### config.mk
export PLATFORM = sky130hd
export DESIGN_NAME = power_activity_probe
export DESIGN_NICKNAME = d
export VERILOG_FILES = /design/src/rtl/power_probe_pkg.sv /design/src/rtl/probe_popcount.sv /design/src/rtl/power_activity_probe.sv
export SDC_FILE = /design/constraint.sdc
export NUM_CORES = 1
export LEC_CHECK = 0
export ABC_AREA = 0
export CAP_MARGIN = 10
export CORE_ASPECT_RATIO = 0.9
export CORE_MARGIN = 2
export CORE_UTILIZATION = 66
export CTS_BUF_LIST = sky130_fd_sc_hd__clkbuf_8
export CTS_CLUSTER_SIZE = 24
export DETAILED_ROUTE_END_ITERATION = 12
export DONT_BUFFER_PORTS = 1
export PLACE_DENSITY = 0.93
export SLEW_MARGIN = 20
export SYNTH_ARGS = -nofsm -noshare
export SYNTH_HDL_FRONTEND = slang
export SYNTH_SLANG_ARGS = --single-unit
### constraint.sdc
create_clock -name clk_i -period 22.2 [get_ports clk_i]
set_input_delay 2.22 -clock clk_i [delete_from_list [all_inputs] [get_ports clk_i]]
set_output_delay 2.22 -clock clk_i [all_outputs]
set_load 0.005 [all_outputs]
### src/rtl/power_probe_pkg.sv
// rtl/power_probe_pkg.sv - shared types and register map for the power activity probe
package power_probe_pkg;

   typedef enum logic [1:0] {
      ST_IDLE    = 2'd0,
      ST_ARMED   = 2'd1,
      ST_MEASURE = 2'd2,
      ST_DONE    = 2'd3
   } probe_state_e;

   localparam logic [2:0] REG_STATUS  = 3'd0;
   localparam logic [2:0] REG_CYC_LO  = 3'd1;
   localparam logic [2:0] REG_CYC_HI  = 3'd2;
   localparam logic [2:0] REG_TGL_LO  = 3'd3;
   localparam logic [2:0] REG_TGL_HI  = 3'd4;
   localparam logic [2:0] REG_MAX_TGL = 3'd5;
   localparam logic [2:0] REG_ID      = 3'd6;

   localparam int STATUS_MEASURE = 0;
   localparam int STATUS_BUSY    = 1;
   localparam int STATUS_DONE    = 2;
   localparam int STATUS_SAT     = 3;

   localparam logic [31:0] DEFAULT_ID_VAL = 32'hA10E_0001;

endpackage

### src/rtl/probe_popcount.sv
// rtl/probe_popcount.sv - combinational population count of a DATA_W-bit word
module probe_popcount #(
   parameter int DATA_W = 64,
   parameter int PC_W   = $clog2(DATA_W + 1)
) (
   input  logic [DATA_W-1:0] data_i,
   output logic [PC_W-1:0]   count_o
);

   always_comb begin
      count_o = '0;
      for (int i = 0; i < DATA_W; i++) begin
         count_o = count_o + PC_W'(data_i[i]);
      end
   end

endmodule

### src/rtl/power_activity_probe.sv
// rtl/power_activity_probe.sv - windowed toggle counter on a probed bus with a req/gnt/rvalid read port
module power_activity_probe
   import power_probe_pkg::*;
#(
   parameter int          DATA_W = 64,
   parameter int          CNT_W  = 48,
   parameter logic [31:0] ID_VAL = DEFAULT_ID_VAL
) (
   input  logic              clk_i,
   input  logic              rst_i,
   input  logic [DATA_W-1:0] probe_i,
   input  logic              start_i,
   input  logic              stop_i,
   input  logic              clear_i,
   input  logic              req_i,
   input  logic [2:0]        addr_i,
   output logic              gnt_o,
   output logic              rvalid_o,
   output logic [31:0]       rdata_o,
   output logic              busy_o,
   output logic              done_o
);

   localparam int PC_W = $clog2(DATA_W + 1);
   localparam int HI_W = CNT_W - 32;
   localparam logic [CNT_W-1:0] CNT_MAX = '1;

   probe_state_e      state_q, state_d;
   logic [DATA_W-1:0] prev_q;
   logic [CNT_W-1:0]  cyc_q, tgl_q, cyc_next, tgl_next;
   logic [CNT_W:0]    tgl_sum;
   logic [PC_W-1:0]   max_q, pc;
   logic              sat_q, busy_q, done_q;
   logic [HI_W-1:0]   cyc_shadow_q, tgl_shadow_q;
   logic              rvalid_q;
   logic [31:0]       rdata_q, rdata_d;
   logic              zero_cnt, load_prev, accumulate;

   probe_popcount #(.DATA_W(DATA_W), .PC_W(PC_W)) u_popcount (
      .data_i  (probe_i ^ prev_q),
      .count_o (pc)
   );

   // Saturating counters: stick at all-ones instead of wrapping.
   always_comb begin
      tgl_sum  = {1'b0, tgl_q} + {{(CNT_W + 1 - PC_W){1'b0}}, pc};
      tgl_next = tgl_sum[CNT_W] ? CNT_MAX : tgl_sum[CNT_W-1:0];
      cyc_next = (cyc_q == CNT_MAX) ? cyc_q : cyc_q + {{(CNT_W-1){1'b0}}, 1'b1};
   end

   always_comb begin
      state_d    = state_q;
      zero_cnt   = 1'b0;
      load_prev  = 1'b0;
      accumulate = 1'b0;
      if (clear_i) begin
         state_d  = ST_IDLE;
         zero_cnt = 1'b1;
      end else begin
         case (state_q)
            ST_IDLE, ST_DONE: begin
               if (start_i) begin
                  state_d  = ST_ARMED;
                  zero_cnt = 1'b1;
               end
            end
            ST_ARMED: begin
               if (stop_i) begin
                  state_d = ST_DONE;
               end else begin
                  state_d   = ST_MEASURE;
                  load_prev = 1'b1;
               end
            end
            ST_MEASURE: begin
               if (stop_i) state_d = ST_DONE;
               else        accumulate = 1'b1;
            end
            default: state_d = ST_IDLE;
         endcase
      end
   end

   always_ff @(posedge clk_i or posedge rst_i) begin
      if (rst_i) begin
         state_q <= ST_IDLE;
         busy_q  <= 1'b0;
         done_q  <= 1'b0;
         cyc_q   <= '0;
         tgl_q   <= '0;
         max_q   <= '0;
         sat_q   <= 1'b0;
         prev_q  <= '0;
      end else begin
         state_q <= state_d;
         busy_q  <= (state_d == ST_ARMED) || (state_d == ST_MEASURE);
         done_q  <= (state_d == ST_DONE);
         if (zero_cnt) begin
            cyc_q <= '0;
            tgl_q <= '0;
            max_q <= '0;
            sat_q <= 1'b0;
         end else if (accumulate) begin
            cyc_q <= cyc_next;
            tgl_q <= tgl_next;
            if (pc > max_q) max_q <= pc;
            if ((cyc_next == CNT_MAX) || (tgl_next == CNT_MAX)) sat_q <= 1'b1;
         end
         if (clear_i)                      prev_q <= '0;
         else if (load_prev || accumulate) prev_q <= probe_i;
      end
   end

   always_comb begin
      rdata_d = '0;
      case (addr_i)
         REG_STATUS: begin
            rdata_d[STATUS_SAT]     = sat_q;
            rdata_d[STATUS_DONE]    = done_q;
            rdata_d[STATUS_BUSY]    = busy_q;
            rdata_d[STATUS_MEASURE] = (state_q == ST_MEASURE);
         end
         REG_CYC_LO:  rdata_d = cyc_q[31:0];
         REG_CYC_HI:  rdata_d = 32'(cyc_shadow_q);
         REG_TGL_LO:  rdata_d = tgl_q[31:0];
         REG_TGL_HI:  rdata_d = 32'(tgl_shadow_q);
         REG_MAX_TGL: rdata_d = 32'(max_q);
         REG_ID:      rdata_d = ID_VAL;
         default:     rdata_d = '0;
      endcase
   end

   // LO reads snapshot the upper half so a following HI read is tear-free.
   always_ff @(posedge clk_i or posedge rst_i) begin
      if (rst_i) begin
         rvalid_q     <= 1'b0;
         rdata_q      <= '0;
         cyc_shadow_q <= '0;
         tgl_shadow_q <= '0;
      end else begin
         rvalid_q <= req_i;
         if (req_i) rdata_q <= rdata_d;
         if (clear_i) begin
            cyc_shadow_q <= '0;
            tgl_shadow_q <= '0;
         end else if (req_i) begin
            if (addr_i == REG_CYC_LO) cyc_shadow_q <= cyc_q[CNT_W-1:32];
            if (addr_i == REG_TGL_LO) tgl_shadow_q <= tgl_q[CNT_W-1:32];
         end
      end
   end

   assign gnt_o    = req_i;
   assign rvalid_o = rvalid_q;
   assign rdata_o  = rdata_q;
   assign busy_o   = busy_q;
   assign done_o   = done_q;

endmodule
==> results.cfg, run 1 <==
[synthesis]
post_synth_num_cell_types = 77
syn-instance-count = 1622
share_of_flip_flops_with_an_asynchronous_set_or_reset_after_synthesis = 1.00
synth_area_leader_cell = sky130_fd_sc_hd__dfrtp_1
synth_top_area_share = 0.388
netlist_area_sq_um = 15300
postSynthAreaPerCell_sq_um = 9.42
postSynthRegisterBits = 237
synth.net_count = 1784
yosys_most_used_dff = sky130_fd_sc_hd__dfrtp_1
yosys_warnings = 0
post_synth_main_area_contributors = sky130_fd_sc_hd__dfrtp_1 39%, sky130_fd_sc_hd__fa_1 7.2%, sky130_fd_sc_hd__a22o_1 5.8%
synth_enable_flop_cells = 0
part_of_the_yosys_area_used_for_sequential_elements = 0.388

[floorplanning]
top_level_ports = 109
coreArea_sq_um = 22600
initial_standard_cell_utilization_of_the_core = 0.677
floorplan.rows = 52
fp.dieArea_sq_um = 24400
die_height_um = 148
floorplan.die.width_um = 164

[placed_design]
place_congestion = 0.984
portBuffers = 0
dp.final_hpwl_mm = 33.3

[global_route]
grt_start_max_net_pins = 107
grt_first_pass_wirelength_mm = 73.6
globalRoute.totalOverflow = 0
grt_use_total = 0.392
grt_pass1_vias = 13300
antenna_violations_before_repair = 0

[timing]
holdWs_ns = 0.517
unrepaired_setup_endpoints_after_global_routing = false
fmaxAchievable_mhz = 91.7
slew_viol_final = 0
max_slew.worst_pin.slew_ns = 1.14
setup_viol = 0
final.period_utilization = 0.491
setup-tns-final_ns = 0
timing.clock.skew_ns = 0.0335
hold_violations = 0
minimum_period_implied_by_the_final_worst_setup_slack_ns = 10.90
timing.slew.headroom = 0.234

[drt]
drt_first_pass_iters = 7
via_count = 13400
wl_mm = 47.1
avgViaCountPerCell = 7.08
remaining_routing_drc_violations = 0
drtIter0Drc = 1849
post_drt_wl_per_cell_um = 24.9
route.antenna.remaining_nets = 0

[worst_hold_path]
min_delay_worst_type = reg2reg
launch_instance_of_the_worst_min_delay_path = tgl_shadow_q[8]
min_delay_worst_endpoint = tgl_shadow_q[8]
min_delay_path_depth = 1

[clock_tree]
deepest_level_of_the_cts_h_tree = 2
clock_sink_count = 237
cts_tree = done
path_clk_slew_ns = 0.06
cts_post_setup_buffers_inserted = 0
inserted_clock_buffers = 40
buffer_cell_driving_the_clock_tree_root = sky130_fd_sc_hd__clkbuf_8
clkLatencyLatePin_ns = 0.57
post_cts_resized = 0
cts.path.max_buffers = 3
holdBufCountCts = 0

[setup_path]
r2r.worst_path.cells = 27
timing.critical_path.from_type = input pin
critical_path_arrival_ns = 11.37
critical_path_data_required_time_ns = 22.67
type_of_the_worst_setup_path = in2reg
capture_point_of_the_worst_reg_to_reg_path = sat_q
crit_path_start = probe_i[0]
worst-path-max-fanout = 8
r2r_setup_slack_ns = 12.50
worst_setup_path_end_kind = flop
rr_startpoint = prev_q[0]

[outcome]
run_status = finished clean

[final_layout]
drive_gt1_frac = 0.0789
insertedDiodeCount = 0
design.final.nets = 1731
syn2layout_area_growth_pct = 5.75

[run]
cap_violations = 0
## worst max path at each step
stage	to
floorplan	sat_q
global route	sat_q
CTS	sat_q
global placement	sat_q
finish	sat_q
detailed placement	sat_q
## registers in the layout (all words and copies together), names as in the netlist
register / count
cyc_q: 48
prev_q: 64
tgl_shadow_q: 16
cyc_shadow_q: 16
tgl_q: 48
max_q: 7
sat_q: 1
done_o: 1
state_q: 2
busy_o: 1
rvalid_o: 1
rdata_o: 32
## placed cells by master (no fill, tap or decap), types with 34 or more instances in the layout
cell type	n
sky130_fd_sc_hd__a22o_1	102
sky130_fd_sc_hd__nand3_1	50
sky130_fd_sc_hd__xor2_1	72
sky130_fd_sc_hd__xnor2_1	72
sky130_fd_sc_hd__ha_1	34
sky130_fd_sc_hd__dfrtp_1	237
sky130_fd_sc_hd__inv_1	93
sky130_fd_sc_hd__nand2_1	122
sky130_fd_sc_hd__fa_1	55
sky130_fd_sc_hd__nand4_1	54
sky130_fd_sc_hd__nor3_1	37
sky130_fd_sc_hd__clkbuf_8	48
sky130_fd_sc_hd__o21ai_0	77
sky130_fd_sc_hd__a21oi_1	70
sky130_fd_sc_hd__nor2_1	140
## synth_stat cells (4+ instances only)
| library cell | number |
|---|---|
| sky130_fd_sc_hd__xnor2_1 | 72 |
| sky130_fd_sc_hd__a22o_1 | 102 |
| sky130_fd_sc_hd__nor2_1 | 142 |
| sky130_fd_sc_hd__buf_1 | 5 |
| sky130_fd_sc_hd__nor3_1 | 39 |
| sky130_fd_sc_hd__dfrtp_1 | 237 |
| sky130_fd_sc_hd__a211oi_1 | 10 |
| sky130_fd_sc_hd__o211ai_1 | 4 |
| sky130_fd_sc_hd__or4_1 | 10 |
| sky130_fd_sc_hd__nor4_1 | 25 |
| sky130_fd_sc_hd__nand3_1 | 50 |
| sky130_fd_sc_hd__mux2i_1 | 21 |
| sky130_fd_sc_hd__clkbuf_1 | 86 |
| sky130_fd_sc_hd__nor4b_1 | 4 |
| sky130_fd_sc_hd__clkbuf_2 | 4 |
| sky130_fd_sc_hd__inv_1 | 89 |
| sky130_fd_sc_hd__mux2_2 | 18 |
| sky130_fd_sc_hd__a22oi_1 | 11 |
| sky130_fd_sc_hd__o22ai_1 | 22 |
| sky130_fd_sc_hd__o31ai_1 | 5 |
| sky130_fd_sc_hd__and3_1 | 16 |
| sky130_fd_sc_hd__o21a_1 | 4 |
| sky130_fd_sc_hd__nor2b_1 | 6 |
| sky130_fd_sc_hd__a21oi_1 | 70 |
| sky130_fd_sc_hd__a31oi_1 | 12 |
| sky130_fd_sc_hd__nand2b_1 | 9 |
| sky130_fd_sc_hd__fa_1 | 55 |
| sky130_fd_sc_hd__nand2_1 | 122 |
| sky130_fd_sc_hd__and2_1 | 12 |
| sky130_fd_sc_hd__buf_2 | 15 |
| sky130_fd_sc_hd__nand4_1 | 54 |
| sky130_fd_sc_hd__o21ai_0 | 77 |
| sky130_fd_sc_hd__ha_1 | 34 |
| sky130_fd_sc_hd__and4_1 | 8 |
| sky130_fd_sc_hd__xor2_1 | 72 |
| sky130_fd_sc_hd__o311ai_0 | 14 |
| sky130_fd_sc_hd__or3_1 | 13 |
| sky130_fd_sc_hd__a21o_1 | 14 |
## layout make-up
| type | instances | area (sq um) |
|---|---|---|
| Inverter | 89 | 342 |
| Multi-Input combinational cell | 1184 | 8580 |
| Clock buffer | 48 | 661 |
| Tap cell | 297 | 372 |
| Timing Repair Buffer | 17 | 128 |
| Sequential cell | 237 | 5930 |
| Fill cell | 1566 | 6420 |
| Clock inverter | 22 | 140 |
## critical path: stages
cell and delay (ns):
sky130_fd_sc_hd__xor2_1 0.13, sky130_fd_sc_hd__ha_1 0.33, sky130_fd_sc_hd__fa_1 0.52, sky130_fd_sc_hd__fa_1 0.56, sky130_fd_sc_hd__fa_1 0.53, sky130_fd_sc_hd__fa_1 0.52
sky130_fd_sc_hd__fa_1 0.51, sky130_fd_sc_hd__fa_1 0.55, sky130_fd_sc_hd__inv_1 0.06, sky130_fd_sc_hd__fa_1 0.50, sky130_fd_sc_hd__fa_1 0.52, sky130_fd_sc_hd__fa_1 0.48
sky130_fd_sc_hd__fa_1 0.42, sky130_fd_sc_hd__inv_1 0.07, sky130_fd_sc_hd__a21o_1 0.11, sky130_fd_sc_hd__a21oi_1 0.09, sky130_fd_sc_hd__xnor2_1 0.40, sky130_fd_sc_hd__ha_1 0.31
sky130_fd_sc_hd__nand2_1 0.11, sky130_fd_sc_hd__o211ai_1 0.32, sky130_fd_sc_hd__nand2_1 0.28, sky130_fd_sc_hd__or4b_1 0.63, sky130_fd_sc_hd__or4_1 0.48, sky130_fd_sc_hd__xor2_1 0.17
sky130_fd_sc_hd__nor4_1 0.27, sky130_fd_sc_hd__a31oi_1 0.12, sky130_fd_sc_hd__o21ai_1 0.15
## kinds of logic (layout without fill, tap and decap cells)
logic type,count (synthesis),count (layout),share of synthesized area
AND/OR/NAND/NOR,538,538,0.179
AO/OA/AOI/OAI,371,371,0.167
flip-flops,237,237,0.388
buffers and inverters,201,176,0.0517
XOR/XNOR,144,144,0.0826
adder cells (fa/ha/maj),89,89,0.0999
multiplexers,42,42,0.0315
## stage by stage
stage	setup slack [ns]	instance area [sq um]	util	cells
after floorplan	11.56	15300	-	1622
after global placement	11.17	15300	0.680	1824
final	11.30	16200	0.715	1894
after CTS	11.40	16200	0.715	1894
after detailed placement	10.91	15400	0.680	1824
after global routing	10.74	16200	0.715	1894
## routing by layer
layer / GRT usage / routed length (um) / vias to the layer above / part of all wire
met1: 0.536 / 17900 / 6536 / 0.38
met5: 0 / 0 / - / 0
li1: - / - / 5672 / -
met4: 0.169 / 2090 / 0 / 0.044
met3: 0.117 / 6010 / 213 / 0.13
met2: 0.586 / 21200 / 995 / 0.45
Power of run 1 is left out: the tool's default activity adds up to more than one toggle a clock period on the data nets, which glitch-free logic cannot reach.
==> run 2, diff against run 1 <==
==> constraint.sdc (replaced) <==
create_clock -name clk_i -period 10.4 [get_ports clk_i]
set_input_delay 1.04 -clock clk_i [delete_from_list [all_inputs] [get_ports clk_i]]
set_output_delay 1.04 -clock clk_i [all_outputs]
set_load 0.005 [all_outputs]
==> run 2 against run 1 <==
  * Worst hold slack lost 0.11 ns
  * Count of clock-buffer cells in the layout is the same
  * Via count shrank 0.69%
  * First-iteration DRC count grew 24%
  * Design area grew 0.15%
  * Cell count is essentially flat
  * Core utilization grew 0.11 points
  * Clock skew grew 0.00057 ns
  * Non-clock buffer count grew 3
  * Register-to-register slack lost 12 ns
  * Die area is the same
==> results.cfg, run 2 (synthesis gave the netlist of run 1 again) <==
[clock_tree]
cts_post_setup_buffers_inserted = 0
path_clk_slew_ns = 0.06
holdBufCountCts = 0
cts.path.max_buffers = 3
clock_sink_count = 237
deepest_level_of_the_cts_h_tree = 2
cts_tree = done
clkLatencyLatePin_ns = 0.57
post_cts_resized = 0
inserted_clock_buffers = 40
buffer_cell_driving_the_clock_tree_root = sky130_fd_sc_hd__clkbuf_8

[global_route]
grt_use_total = 0.391
grt_pass1_vias = 13200
grt_first_pass_wirelength_mm = 73.6
grt_start_max_net_pins = 111
globalRoute.totalOverflow = 0
antenna_violations_before_repair = 2

[floorplanning]
initial_standard_cell_utilization_of_the_core = 0.677
fp.dieArea_sq_um = 24400
die_height_um = 148
top_level_ports = 109
floorplan.rows = 52
floorplan.die.width_um = 164
coreArea_sq_um = 22600

[setup_path]
worst-path-max-fanout = 8
worst_setup_path_end_kind = flop
cp.buffers_inverters = 2
kind_of_cell_adding_the_most_delay_to_the_critical_path = adder cells
crit_path_max_incr_delay_ns = 0.62
timing.critical_path.from_type = input pin
critical_path_cell_count = 27
rr_startpoint = prev_q[0]
type_of_the_worst_setup_path = in2reg
cp_common_cell = sky130_fd_sc_hd__fa_1
critical_path_data_required_time_ns = 10.88
crit_path_start = probe_i[0]
critical_path_arrival_ns = 10.00
r2r.worst_path.cells = 27
critical-path-slowest-cell = sky130_fd_sc_hd__or4b_1

[drt]
wl_mm = 46.8
post_drt_wl_per_cell_um = 24.7
route.antenna.remaining_nets = 0
drt_first_pass_iters = 8
via_count = 13300
drtIter0Drc = 2288
avgViaCountPerCell = 7.03
remaining_routing_drc_violations = 0

[timing]
max_slew.worst_pin.slew_ns = 1.12
minimum_period_implied_by_the_final_worst_setup_slack_ns = 9.52
slew_viol_final = 0
timing.clock.skew_ns = 0.0341
setup_viol = 0
timing.slew.headroom = 0.252
setup-tns-final_ns = 0
fmaxAchievable_mhz = 105
setup_ws_ns = 0.880
hold_violations = 0
final.period_utilization = 0.915
unrepaired_setup_endpoints_after_global_routing = false

[placed_design]
portBuffers = 0
dp.final_hpwl_mm = 33.0
place_worst_setup_slack_ns = 0.372
post-place-cells = 1827
place_congestion = 0.991

[final_layout]
max_ffs_per_register = 64
insertedDiodeCount = 0
layout.cells.most_common_list = 237 x sky130_fd_sc_hd__dfrtp_1, 140 x sky130_fd_sc_hd__nor2_1, 122 x sky130_fd_sc_hd__nand2_1, 102 x sky130_fd_sc_hd__a22o_1, 101 x sky130_fd_sc_hd__inv_1
mostFrequentLayoutCell = sky130_fd_sc_hd__dfrtp_1
top_register = prev_q
drive_gt1_frac = 0.0745
syn2layout_area_growth_pct = 5.91
biggestRegsByFlops = prev_q (64), cyc_q (48), tgl_q (48)
layout.filler_cells = 1523
design.final.nets = 1734
final_cells = 1895

[worst_hold_path]
min_delay_worst_type = in2async

[outcome]
run_status = finished clean

[run]
cap_violations = 0
## run 2: path summary, 6_finish.rpt
kind / to / slack, ns
setup / recovery: sat_q / 0.88
hold / removal: prev_q[4] / 0.41
setup reg to reg: sat_q / 0.92
hold reg to reg: tgl_shadow_q[10] / 0.51
max in group asynchronous: cyc_q[24] / 7.88
min in group clk_i: tgl_shadow_q[10] / 0.51
## run 2: cell type report
cell class | instances | area [sq um] | share of cell area
multi-input cells | 1184 | 8580 | 0.530
flip-flops and latches | 237 | 5930 | 0.367
clock buffers | 48 | 661 | 0.0408
well taps | 297 | 372 | 0.0230
inverters | 89 | 342 | 0.0211
repair buffers | 20 | 150 | 0.00928
clock inverters | 20 | 143 | 0.00882
## run 2: metrics by stage
stage          hold slack [ns]  instance area [sq um]  utilization
6_report                 0.409                  16200        0.717
5_1_grt                  0.502                  16200        0.717
4_1_cts                  0.492                  16200        0.716
3_5_place_dp             0.491                  15400        0.681
3_3_place_gp             0.487                  15400        0.681
2_1_floorplan            0.467                  15300            -
## run 2: per-layer routing
| metal | routed length [um] | share of wire | up-vias | global-route usage |
|---|---|---|---|---|
| met2 | 21100 | 0.45 | 977 | 0.586 |
| met3 | 5760 | 0.12 | 180 | 0.107 |
| met4 | 1880 | 0.040 | 2 | 0.153 |
| met1 | 18100 | 0.39 | 6472 | 0.545 |
| li1 | - | - | 5693 | - |
| met5 | 9 | 0.00019 | - | 0 |
## run 2: worst reg2reg max path, delay by kind of cell, from the launching register on
kind            cells  cell delay (ns)
buf+inv             2             0.12
flops               1             0.40
compound gates      5             0.75
fa+ha+maj          12             5.79
xor+xnor            3             0.53
simple gates        5             1.78
Power of run 2 is left out for the same reason.
==> run 3, diff against run 2 <==
--- a/config.mk
+++ b/config.mk
@@ -15,6 +15,7 @@
 export DETAILED_ROUTE_END_ITERATION = 12
 export DONT_BUFFER_PORTS = 1
 export PLACE_DENSITY = 0.93
+export REMOVE_ABC_BUFFERS = 1
 export SLEW_MARGIN = 20
 export SYNTH_ARGS = -nofsm -noshare
 export SYNTH_HDL_FRONTEND = slang
==> run 3 against run 2 <==
  * Design area rose by 0.18%
  * Non-clock buffer count rose by 1
  * Sequential share of layout area fell by 0.065 points
  * Maximum frequency fell by 2.3%
  * Worst hold slack improved by 0.032 ns
  * Global-route usage fell by 0.34 points
  * Count of clock-buffer cells in the layout rose by 4
  * Clock skew fell by 0.0064 ns
  * Cell count rose by 0.21%
  * Register-to-register slack got worse by 0.23 ns
  * Sequential cell count did not move
  * First-iteration DRC count fell by 20%
  * Critical path type unchanged
  * Critical endpoint unchanged
  * Highest routed layer is now met4
==> results.cfg, run 3 (synthesis gave the netlist of run 1 again) <==
[outcome]
run_status = finished clean

[timing]
slew_viol_final = 0
setup_viol = 0
timing.slew.headroom = 0.296
timing.clock.skew_ns = 0.0276
unrepaired_setup_endpoints_after_global_routing = false
setup-tns-final_ns = 0
max_slew.worst_pin.slew_ns = 1.06
final.period_utilization = 0.937
setup_ws_ns = 0.654
hold_violations = 0
fmaxAchievable_mhz = 103
minimum_period_implied_by_the_final_worst_setup_slack_ns = 9.75
holdWs_ns = 0.441

[final_layout]
max_ffs_per_register = 64
multi_input_comb_area_sq_um = 8580
top_register = prev_q
syn2layout_area_growth_pct = 6.10
layout.area.seq_sq_um = 5930
layout.cells.most_common_list = 237 x sky130_fd_sc_hd__dfrtp_1, 139 x sky130_fd_sc_hd__nor2_1, 122 x sky130_fd_sc_hd__nand2_1, 102 x sky130_fd_sc_hd__a22o_1, 98 x sky130_fd_sc_hd__inv_1
biggestRegsByFlops = prev_q (64), cyc_q (48), tgl_q (48)
design.final.nets = 1735
layout.filler_cells = 1544
drive_gt1_frac = 0.0781
mostFrequentLayoutCell = sky130_fd_sc_hd__dfrtp_1

[clock_tree]
inserted_clock_buffers = 40
deepest_level_of_the_cts_h_tree = 2
cts_post_setup_buffers_inserted = 0
clkLatencyLatePin_ns = 0.58
path_clk_slew_ns = 0.06
buffer_cell_driving_the_clock_tree_root = sky130_fd_sc_hd__clkbuf_8
post_cts_resized = 0
cts.path.max_buffers = 3
clock_sink_count = 237
holdBufCountCts = 0
cts_tree = done

[global_route]
antenna_violations_before_repair = 0
grt_start_max_net_pins = 122
grt_use_total = 0.388
globalRoute.totalOverflow = 0
grt_first_pass_wirelength_mm = 72.8
grt_pass1_vias = 13100

[placed_design]
portBuffers = 0
dp.final_hpwl_mm = 32.5
place_worst_setup_slack_ns = 0.285
place_congestion = 1.01

[setup_path]
critical_path_arrival_ns = 10.24
worst-path-max-fanout = 9
type_of_the_worst_setup_path = in2reg
worst_setup_path_end_kind = flop
timing.critical_path.from_type = input pin
critical_path_data_required_time_ns = 10.89

[run]
cap_violations = 0

[drt]
via_count = 13200
wl_mm = 46.4
avgViaCountPerCell = 6.97
drt_first_pass_iters = 9
post_drt_wl_per_cell_um = 24.4
remaining_routing_drc_violations = 0
route.antenna.remaining_nets = 0
drtIter0Drc = 1825

[floorplanning]
floorplan.rows = 52
top_level_ports = 109
fp.dieArea_sq_um = 24400
die_height_um = 148
initial_standard_cell_utilization_of_the_core = 0.677
floorplan.die.width_um = 164
coreArea_sq_um = 22600

[worst_hold_path]
min_delay_worst_type = in2async
-- run 3: layer usage --
layer	vias to the layer above	routed length [um]	GRT usage
met5	-	0	0
met4	0	2010	0.160
met3	184	5380	0.0943
met2	938	21400	0.600
met1	6418	17600	0.529
li1	5689	-	-
-- run 3: stage by stage --
| step | util | area (sq um) | instances |
|---|---|---|---|
| 6_report | 0.718 | 16200 | 1899 |
| 3_3_place_gp | 0.681 | 15400 | 1828 |
| 2_1_floorplan | - | 14800 | 1510 |
| 3_5_place_dp | 0.681 | 15400 | 1828 |
| 5_1_grt | 0.718 | 16200 | 1898 |
| 4_1_cts | 0.718 | 16200 | 1898 |
-- run 3: final timing paths --
kind                             startpoint          endpoint  slack, ns  depth (start not counted)
max                              probe_i[0]             sat_q       0.65                         26
min                                   rst_i         cyc_q[42]       0.44                          1
max in group asynchronous             rst_i         tgl_q[39]       7.89                          3
min reg2reg                tgl_shadow_q[12]  tgl_shadow_q[12]       0.50                          1
min in group clk_i         tgl_shadow_q[12]  tgl_shadow_q[12]       0.50                          1
max reg2reg                       prev_q[0]             sat_q       0.69                         26
-- run 3: critical path, stage by stage --
cell and delay (ns):
sky130_fd_sc_hd__xor2_1 0.14, sky130_fd_sc_hd__ha_1 0.33, sky130_fd_sc_hd__fa_1 0.54, sky130_fd_sc_hd__fa_1 0.56, sky130_fd_sc_hd__fa_1 0.53, sky130_fd_sc_hd__fa_1 0.55
sky130_fd_sc_hd__fa_1 0.52, sky130_fd_sc_hd__fa_1 0.55, sky130_fd_sc_hd__inv_1 0.06, sky130_fd_sc_hd__fa_1 0.50, sky130_fd_sc_hd__fa_1 0.52, sky130_fd_sc_hd__fa_1 0.48
sky130_fd_sc_hd__fa_1 0.43, sky130_fd_sc_hd__inv_1 0.08, sky130_fd_sc_hd__a21o_1 0.11, sky130_fd_sc_hd__a21oi_1 0.11, sky130_fd_sc_hd__xnor2_1 0.35, sky130_fd_sc_hd__ha_1 0.30
sky130_fd_sc_hd__nand4_1 0.23, sky130_fd_sc_hd__a21oi_1 0.87, sky130_fd_sc_hd__nand2b_4 0.19, sky130_fd_sc_hd__nor4_4 0.31, sky130_fd_sc_hd__nor2_1 0.06, sky130_fd_sc_hd__a31o_1 0.19
sky130_fd_sc_hd__or4_1 0.53, sky130_fd_sc_hd__o21ai_1 0.14
-- run 3: area by class of cell --
cell class | instances | share of cell area
multi-input combinational | 1184 | 0.529
sequential | 237 | 0.366
clock buffer | 52 | 0.0442
tap | 297 | 0.0229
inverter | 89 | 0.0211
timing repair buffer | 21 | 0.00973
clock inverter | 18 | 0.00672
antenna | 1 | 0.000154
Power of run 3 is left out for the same reason.
